===== config.mk =====
export PLATFORM = sky130hd
export DESIGN_NAME = drum_seq_mul_flat
export DESIGN_NICKNAME = d
export VERILOG_FILES = /design/src/rtl/drum_seq_mul_if.sv /design/src/rtl/drum_seq_mul.sv /design/src/flat_wrapper.sv
export SDC_FILE = /design/constraint.sdc
export NUM_CORES = 1
export LEC_CHECK = 0
export ABC_CLOCK_PERIOD_IN_PS = 5300
export CORE_UTILIZATION = 58
export DETAILED_ROUTE_END_ITERATION = 10
export GPL_TIMING_DRIVEN = 1
export PLACE_DENSITY = 0.82
export SLEW_MARGIN = 20
export SYNTH_ARGS = -nofsm -noshare
export SYNTH_HDL_FRONTEND = slang
export SYNTH_SLANG_ARGS = --single-unit

===== constraint.sdc =====
create_clock -name clk -period 5.3 [get_ports clk]
set_input_delay 0.53 -clock clk [delete_from_list [all_inputs] [get_ports clk]]
set_output_delay 0.53 -clock clk [all_outputs]
set_load 0.02 [all_outputs]

===== src/rtl/drum_seq_mul_if.sv =====
// Handshake bundle for drum_seq_mul: operand request channel, result
// response channel and the busy status flag.
interface drum_seq_mul_if #(
  parameter int WIDTH = 16
) ();
  logic                 in_valid;
  logic                 in_ready;
  logic [WIDTH-1:0]     in_a;
  logic [WIDTH-1:0]     in_b;
  logic                 out_valid;
  logic                 out_ready;
  logic [2*WIDTH-1:0]   out_p;
  logic                 out_approx;
  logic                 busy;

  // Requester side: drives operands and accepts results.
  modport master (
    output in_valid, in_a, in_b, out_ready,
    input  in_ready, out_valid, out_p, out_approx, busy
  );

  // Multiplier side.
  modport slave (
    input  in_valid, in_a, in_b, out_ready,
    output in_ready, out_valid, out_p, out_approx, busy
  );
endinterface


===== src/rtl/drum_seq_mul.sv =====
// drum_seq_mul: sequential DRUM-k approximate multiplier.
// Serial leading-one scan of both operands over bits [WIDTH-1:K]
// (WIDTH-K cycles), truncation of each operand to a K-bit window, K-cycle
// shift-add multiply of the windows, then one cycle to apply the combined
// left shift and present the result. Latency is WIDTH+1 edges after the
// accepting edge, independent of the data.
// Build option: define DRUM_UNBIAS_EN to force bit 0 of every truncated
// window to 1 (DRUM unbiasing). Undefined: plain truncation.
module drum_seq_mul #(
  parameter int WIDTH = 16,
  parameter int K     = 4
) (
  input  logic          clk,
  input  logic          rst,
  drum_seq_mul_if.slave bus
);

  localparam int IDXW = $clog2(WIDTH);
  localparam int SW   = IDXW + 1;
  localparam int CW   = $clog2(K + 1);

  typedef enum logic [1:0] {
    IDLE = 2'd0,
    LOD  = 2'd1,
    MUL  = 2'd2,
    DONE = 2'd3
  } state_t;

  state_t               state_r;
  logic [WIDTH-1:0]     op_a_r;
  logic [WIDTH-1:0]     op_b_r;
  logic [IDXW-1:0]      idx_r;
  logic                 found_a_r;
  logic                 found_b_r;
  logic [IDXW-1:0]      pos_a_r;
  logic [IDXW-1:0]      pos_b_r;
  logic [IDXW-1:0]      sa_r;
  logic [IDXW-1:0]      sb_r;
  logic                 trunc_a_r;
  logic                 trunc_b_r;
  logic [2*K-1:0]       mcand_r;
  logic [K-1:0]         mplier_r;
  logic [2*K-1:0]       acc_r;
  logic [CW-1:0]        cnt_r;
  logic                 in_ready_r;
  logic                 busy_r;
  logic                 out_valid_r;
  logic [2*WIDTH-1:0]   out_p_r;
  logic                 out_approx_r;

  logic                 found_a_s;
  logic                 found_b_s;
  logic [IDXW-1:0]      pos_a_s;
  logic [IDXW-1:0]      pos_b_s;
  logic [IDXW-1:0]      sa_s;
  logic [IDXW-1:0]      sb_s;
  logic [K-1:0]         ta_s;
  logic [K-1:0]         tb_s;
  logic [SW-1:0]        shift_sum_s;
  logic [2*WIDTH-1:0]   acc_wide_s;

  // Shift amount that aligns the window's MSB with the leading one; zero
  // when no leading one was found above bit K-1.
  function automatic logic [IDXW-1:0] drum_shift(
    input logic            found,
    input logic [IDXW-1:0] pos
  );
    logic [IDXW-1:0] sh;
    if (found) begin
      sh = pos - IDXW'(K - 1);
    end else begin
      sh = {IDXW{1'b0}};
    end
    return sh;
  endfunction

  // K-bit window of x starting at bit sh, optionally unbiased when the
  // operand was actually truncated.
  function automatic logic [K-1:0] drum_window(
    input logic [WIDTH-1:0] x,
    input logic             found,
    input logic [IDXW-1:0]  sh
  );
    logic [WIDTH-1:0] y;
    logic [K-1:0]     t;
    y = x >> sh;
    t = K'(y);
`ifdef DRUM_UNBIAS_EN
    if (found) begin
      t[0] = 1'b1;
    end else begin
      t[0] = t[0];
    end
`else
    if (found) begin
      t = t;
    end else begin
      t = t;
    end
`endif
    return t;
  endfunction

  // Leading-one detection for the current scan bit, folded with the
  // already-latched result so the last LOD cycle sees its own bit.
  always_comb begin
    found_a_s = found_a_r;
    found_b_s = found_b_r;
    pos_a_s   = pos_a_r;
    pos_b_s   = pos_b_r;
    if (state_r == LOD) begin
      if (!found_a_r && op_a_r[idx_r]) begin
        found_a_s = 1'b1;
        pos_a_s   = idx_r;
      end else begin
        found_a_s = found_a_r;
        pos_a_s   = pos_a_r;
      end
      if (!found_b_r && op_b_r[idx_r]) begin
        found_b_s = 1'b1;
        pos_b_s   = idx_r;
      end else begin
        found_b_s = found_b_r;
        pos_b_s   = pos_b_r;
      end
    end else begin
      found_a_s = found_a_r;
      found_b_s = found_b_r;
    end
  end

  // Truncation windows and final shift amount.
  always_comb begin
    sa_s        = drum_shift(found_a_s, pos_a_s);
    sb_s        = drum_shift(found_b_s, pos_b_s);
    ta_s        = drum_window(op_a_r, found_a_s, sa_s);
    tb_s        = drum_window(op_b_r, found_b_s, sb_s);
    shift_sum_s = {1'b0, sa_r} + {1'b0, sb_r};
    acc_wide_s  = {{(2*WIDTH-2*K){1'b0}}, acc_r};
  end

  // Control FSM and datapath registers, including the registered outputs.
  always_ff @(posedge clk or posedge rst) begin
    if (rst) begin
      state_r      <= IDLE;
      op_a_r       <= {WIDTH{1'b0}};
      op_b_r       <= {WIDTH{1'b0}};
      idx_r        <= {IDXW{1'b0}};
      found_a_r    <= 1'b0;
      found_b_r    <= 1'b0;
      pos_a_r      <= {IDXW{1'b0}};
      pos_b_r      <= {IDXW{1'b0}};
      sa_r         <= {IDXW{1'b0}};
      sb_r         <= {IDXW{1'b0}};
      trunc_a_r    <= 1'b0;
      trunc_b_r    <= 1'b0;
      mcand_r      <= {(2*K){1'b0}};
      mplier_r     <= {K{1'b0}};
      acc_r        <= {(2*K){1'b0}};
      cnt_r        <= {CW{1'b0}};
      in_ready_r   <= 1'b1;
      busy_r       <= 1'b0;
      out_valid_r  <= 1'b0;
      out_p_r      <= {(2*WIDTH){1'b0}};
      out_approx_r <= 1'b0;
    end else begin
      case (state_r)
        IDLE: begin
          if (bus.in_valid && in_ready_r) begin
            op_a_r     <= bus.in_a;
            op_b_r     <= bus.in_b;
            found_a_r  <= 1'b0;
            found_b_r  <= 1'b0;
            idx_r      <= IDXW'(WIDTH - 1);
            in_ready_r <= 1'b0;
            busy_r     <= 1'b1;
            state_r    <= LOD;
          end
        end
        LOD: begin
          found_a_r <= found_a_s;
          found_b_r <= found_b_s;
          pos_a_r   <= pos_a_s;
          pos_b_r   <= pos_b_s;
          idx_r     <= idx_r - IDXW'(1);
          // Last scanned bit is K; windows are frozen here.
          if (idx_r == IDXW'(K)) begin
            sa_r      <= sa_s;
            sb_r      <= sb_s;
            trunc_a_r <= found_a_s;
            trunc_b_r <= found_b_s;
            mcand_r   <= {{K{1'b0}}, ta_s};
            mplier_r  <= tb_s;
            acc_r     <= {(2*K){1'b0}};
            cnt_r     <= {CW{1'b0}};
            state_r   <= MUL;
          end
        end
        MUL: begin
          if (cnt_r != CW'(K)) begin
            if (mplier_r[0]) begin
              acc_r <= acc_r + mcand_r;
            end
            mcand_r  <= {mcand_r[2*K-2:0], 1'b0};
            mplier_r <= {1'b0, mplier_r[K-1:1]};
            cnt_r    <= cnt_r + CW'(1);
          end else begin
            out_p_r      <= acc_wide_s << shift_sum_s;
            out_approx_r <= trunc_a_r | trunc_b_r;
            out_valid_r  <= 1'b1;
            state_r      <= DONE;
          end
        end
        DONE: begin
          if (out_valid_r && bus.out_ready) begin
            out_valid_r <= 1'b0;
            in_ready_r  <= 1'b1;
            busy_r      <= 1'b0;
            state_r     <= IDLE;
          end
        end
        default: begin
          out_valid_r <= 1'b0;
          in_ready_r  <= 1'b1;
          busy_r      <= 1'b0;
          state_r     <= IDLE;
        end
      endcase
    end
  end

  assign bus.in_ready   = in_ready_r;
  assign bus.busy       = busy_r;
  assign bus.out_valid  = out_valid_r;
  assign bus.out_p      = out_p_r;
  assign bus.out_approx = out_approx_r;

endmodule


===== src/flat_wrapper.sv =====
// flat-port wrapper written by rule: the top's interface ports become plain ports
module drum_seq_mul_flat 
#(
  parameter int WIDTH = 16,
  parameter int K     = 4
)
  (clk, rst, bus_in_valid, bus_in_a, bus_in_b, bus_out_ready, bus_in_ready, bus_out_valid, bus_out_p, bus_out_approx, bus_busy);
  drum_seq_mul_if #(.WIDTH(WIDTH)) bus_i ();
  input  logic clk;
  input  logic rst;
  input wire logic [$bits(bus_i.in_valid)-1:0] bus_in_valid;
  input wire logic [$bits(bus_i.in_a)-1:0] bus_in_a;
  input wire logic [$bits(bus_i.in_b)-1:0] bus_in_b;
  input wire logic [$bits(bus_i.out_ready)-1:0] bus_out_ready;
  output wire logic [$bits(bus_i.in_ready)-1:0] bus_in_ready;
  output wire logic [$bits(bus_i.out_valid)-1:0] bus_out_valid;
  output wire logic [$bits(bus_i.out_p)-1:0] bus_out_p;
  output wire logic [$bits(bus_i.out_approx)-1:0] bus_out_approx;
  output wire logic [$bits(bus_i.busy)-1:0] bus_busy;
  assign bus_i.in_valid = bus_in_valid;
  assign bus_i.in_a = bus_in_a;
  assign bus_i.in_b = bus_in_b;
  assign bus_i.out_ready = bus_out_ready;
  assign bus_in_ready = bus_i.in_ready;
  assign bus_out_valid = bus_i.out_valid;
  assign bus_out_p = bus_i.out_p;
  assign bus_out_approx = bus_i.out_approx;
  assign bus_busy = bus_i.busy;
  drum_seq_mul #(.WIDTH(WIDTH), .K(K)) u_core (.clk(clk), .rst(rst), .bus(bus_i));
endmodule

==> metrics.txt <==
routed vias 5707; CP Depth 18; placed insts 892; worst setup path endpoint u_core.mplier_r[0]$_DFFE_PP0P_; Core Footprint 11960 sq um; Switch Pwr 0.4588 mW; CTS Buf Count 17; Flop pwr share 42.3%; number of global-route vias before repair 5629; Crit Path Category flop to flop; Sink Count 117; CP startpoint u_core.state_r[1]$_DFFE_PP0P_; Critical R2R Launch u_core.state_r[1]$_DFFE_PP0P_; Hold Startpoint u_core.bus.out_p[20]$_DFFE_PP0P_; largest net degree at the start of global routing 77; register area share after synthesis 41.19%; Min-Delay Path Class flop to flop; first-iteration detailed-routing DRC count 372; Antenna Cells 0; clk buf depth 2; Final nets 823; Final period util 88.02%; Clk Latency, worst-skew pair 0.43 ns; library cells used by synthesis 73; Worst Tran Pin Value 0.9264 ns; first-pass GRT wire length 28640 um; Die Y 112.7 um; I/O pins 72; Post-Route Setup TNS 0 ns; synthesized area 7111 sq um; GRT overflow 0; DR WL/cell 18.55 um; RSZ-0062 raised after global routing false; most common cell after layout, fill and taps aside dfrtp_1; initial antenna violation count 0; IO Port Bufs 71; leakage power 3.820 nW; fraction of layout cells with a size suffix above 1 14.80%; CTS tree built; Cell Rows 40; Reg2Reg Setup Slack 0.63 ns; pwr dens 249.2 nW/um^2; Slowest cell on crit path ha_1; Avg Inst Size Synth 10.09 sq um; Post-synth EDFFs 0; Area growth, synth to finish 19.13%; Hold Fails Final Rpt 0; CP Capture Type flop; clock slew at reported path FFs 0.06 ns; total power 2.111 mW; Top FF cell, synth dfrtp_1; clock share of power 55.6%; Die Span X 112.7 um; Sw Ratio 21.74%; Setup Buffers After CTS 0; DP HPWL 12160 um; hold_buf cts 0; Die Footprint 12710 sq um; routability cong. 0.9050; Internal Pwr Total 1.652 mW; combinational power share 2.1%; crit-path leading delay family simple AND/OR/NAND/NOR gates; Startpoint Class flop; Syn Inst Count 705; Worst Path Required 5.59 ns; final WL 17140 um; GRT Util Overall 28.90%; synth warn 0; maximum VDD drop 202.8 uV; status finished clean; Slew HR 38.24%; First-pass DRT Iterations 5; Routed Antenna Nets 0; Final min period 4.665 ns; H-tree depth 4; CP Cell Sequence inv_1 -> ha_1 -> inv_1 -> nor2_1 -> and4_1 -> nor2_1 -> nand2_1 -> o21ai_0 -> ha_1 -> nand2_1 -> a211oi_1 -> a32oi_1 -> nand2_2 -> mux2i_1 -> mux2i_1 -> and3_1 -> o41ai_1 -> a21oi_1; fraction of registers with async set/reset 100.0%; crit path max fanout 17; FMAX 0.2144 GHz; CTS root buffer clkbuf_16; Syn Nets 764; Worst EP arrival 4.95 ns; fill count 885; Max Cap Viol 0; leading cell types in the layout, fill and taps excluded dfrtp_1, nand2_1, clkdlybuf4s50_1; register bit total from synthesis 117; Post-Layout Cell Count 924; Buf/Inv on CP 2; worst clock skew 0.007348 ns; Residual DRC 0; r2r worst-path depth 18; via-per-instance ratio 6.176; final setup vio count 0; Slowest Stage Delay on Critical Path 0.52 ns; Max Slew Vio Count 0; Initial Util 59.45%; Critical R2R Capture u_core.mplier_r[0]$_DFFE_PP0P_; Post-CTS Resized 0
-- cells in the mapped netlist (5+ instances only) --
cell / instances / area [sq um]
xnor2_1: 7 / 61.31
o21ai_0: 58 / 290.3
mux4_2: 6 / 135.1
nand2b_1: 5 / 31.28
a31oi_1: 6 / 37.54
a21oi_1: 36 / 180.2
nand2_1: 82 / 307.8
o21ai_1: 6 / 30.03
nor2b_1: 10 / 62.56
nor2_1: 37 / 138.9
and3_1: 9 / 56.30
mux2i_1: 60 / 600.6
nor3_1: 5 / 25.02
mux2_2: 50 / 563.0
a21o_1: 8 / 60.06
a22o_1: 14 / 122.6
nand3_1: 25 / 125.1
o31ai_1: 5 / 37.54
or3_1: 5 / 31.28
inv_1: 16 / 60.06
ha_1: 21 / 262.8
dfrtp_1: 116 / 2903
clkbuf_1: 26 / 97.59
-- state kept, by name, indices dropped and copies added, names as in the netlist, 2 cells and up --
signal / count
u_core.pos_a_r: 4
u_core.mcand_r: 8
u_core.op_a_r: 16
u_core.op_b_r: 16
u_core.acc_r: 8
u_core.sa_r: 4
u_core.state_r: 2
u_core.mplier_r: 4
u_core.cnt_r: 3
u_core.bus.out_p: 32
u_core.sb_r: 4
u_core.pos_b_r: 4
u_core.idx_r: 4
-- power by group through the flow --
stage	sequential (mW)	combinational, mW	clock, mW
2_1_floorplan	0.910	0.0133	0
3_3_place_gp	0.910	0.0440	0
3_5_place_dp	0.910	0.0455	0
4_1_cts	0.894	0.0459	1.18
5_1_grt	0.893	0.0500	1.23
6_report	0.894	0.0443	1.17
-- worst register-to-register path: cells and delay by family, from the launching register on --
family                   cells  cell delay [ns]
flip-flops                   1             0.40
AND/OR/NAND/NOR              7             1.41
AO/OA/AOI/OAI                5             1.04
buffers and inverters        2             0.39
multiplexers                 2             0.44
adder cells (fa/ha/maj)      2             0.85
-- per-stage QoR --
step | hold WS [ns] | util (%) | cell area (sq um) | setup slack [ns]
5_1_grt | 0.5072 | 70.82 | 8471 | 0.3714
3_3_place_gp | 0.4543 | 65.72 | 7861 | 0.9961
4_1_cts | 0.4835 | 70.82 | 8471 | 0.7508
2_1_floorplan | 0.4423 | - | 7111 | 1.534
6_report | 0.4786 | 70.82 | 8471 | 0.6348
3_5_place_dp | 0.4703 | 65.72 | 7861 | 0.8182
-- kinds of logic (layout without fill, tap and decap cells) --
kind of cell | Yosys count | count (layout) | share of synthesized area, %
AND/OR/NAND/NOR | 203 | 203 | 13.60
AO/OA/AOI/OAI | 173 | 173 | 15.71
multiplexers | 124 | 124 | 20.31
flip-flops | 117 | 117 | 41.19
buffers and inverters | 55 | 127 | 3.695
adder cells (fa/ha/maj) | 23 | 23 | 4.258
XOR/XNOR | 10 | 10 | 1.232
-- area by class of cell --
cell class,count,area (sq um),area share (%)
clock buffers,20,466.7,5.510
clock inverters,12,142.6,1.684
inverters,17,66.31,0.7829
multi-input cells,533,3919,46.26
flip-flops and latches,117,2929,34.58
well taps,147,183.9,2.171
repair buffers,78,763.2,9.010
-- routing by layer --
| metal | GRT usage [%] | share of wire, % | up-vias |
|---|---|---|---|
| met5 | 0 | 0 | - |
| met4 | 12.09 | 2.0 | 0 |
| met3 | 5.731 | 4.4 | 38 |
| met2 | 47.24 | 49 | 167 |
| met1 | 37.81 | 44 | 2809 |
| li1 | - | - | 2693 |
-- how the worst min path moves through the flow --
| stage | to | cells after the start |
|---|---|---|
| after detailed placement | u_core.bus.out_p[4]$_DFFE_PP0P_ | 2 |
| after global placement | u_core.mplier_r[3]$_DFFE_PP0P_ | 2 |
| after CTS | u_core.bus.out_p[4]$_DFFE_PP0P_ | 2 |
| after global routing | u_core.bus.out_p[19]$_DFFE_PP0P_ | 2 |
| after floorplan | u_core.mplier_r[3]$_DFFE_PP0P_ | 2 |
| final | u_core.bus.out_p[20]$_DFFE_PP0P_ | 2 |
No activity file was read; power rests on OpenSTA's default activity.
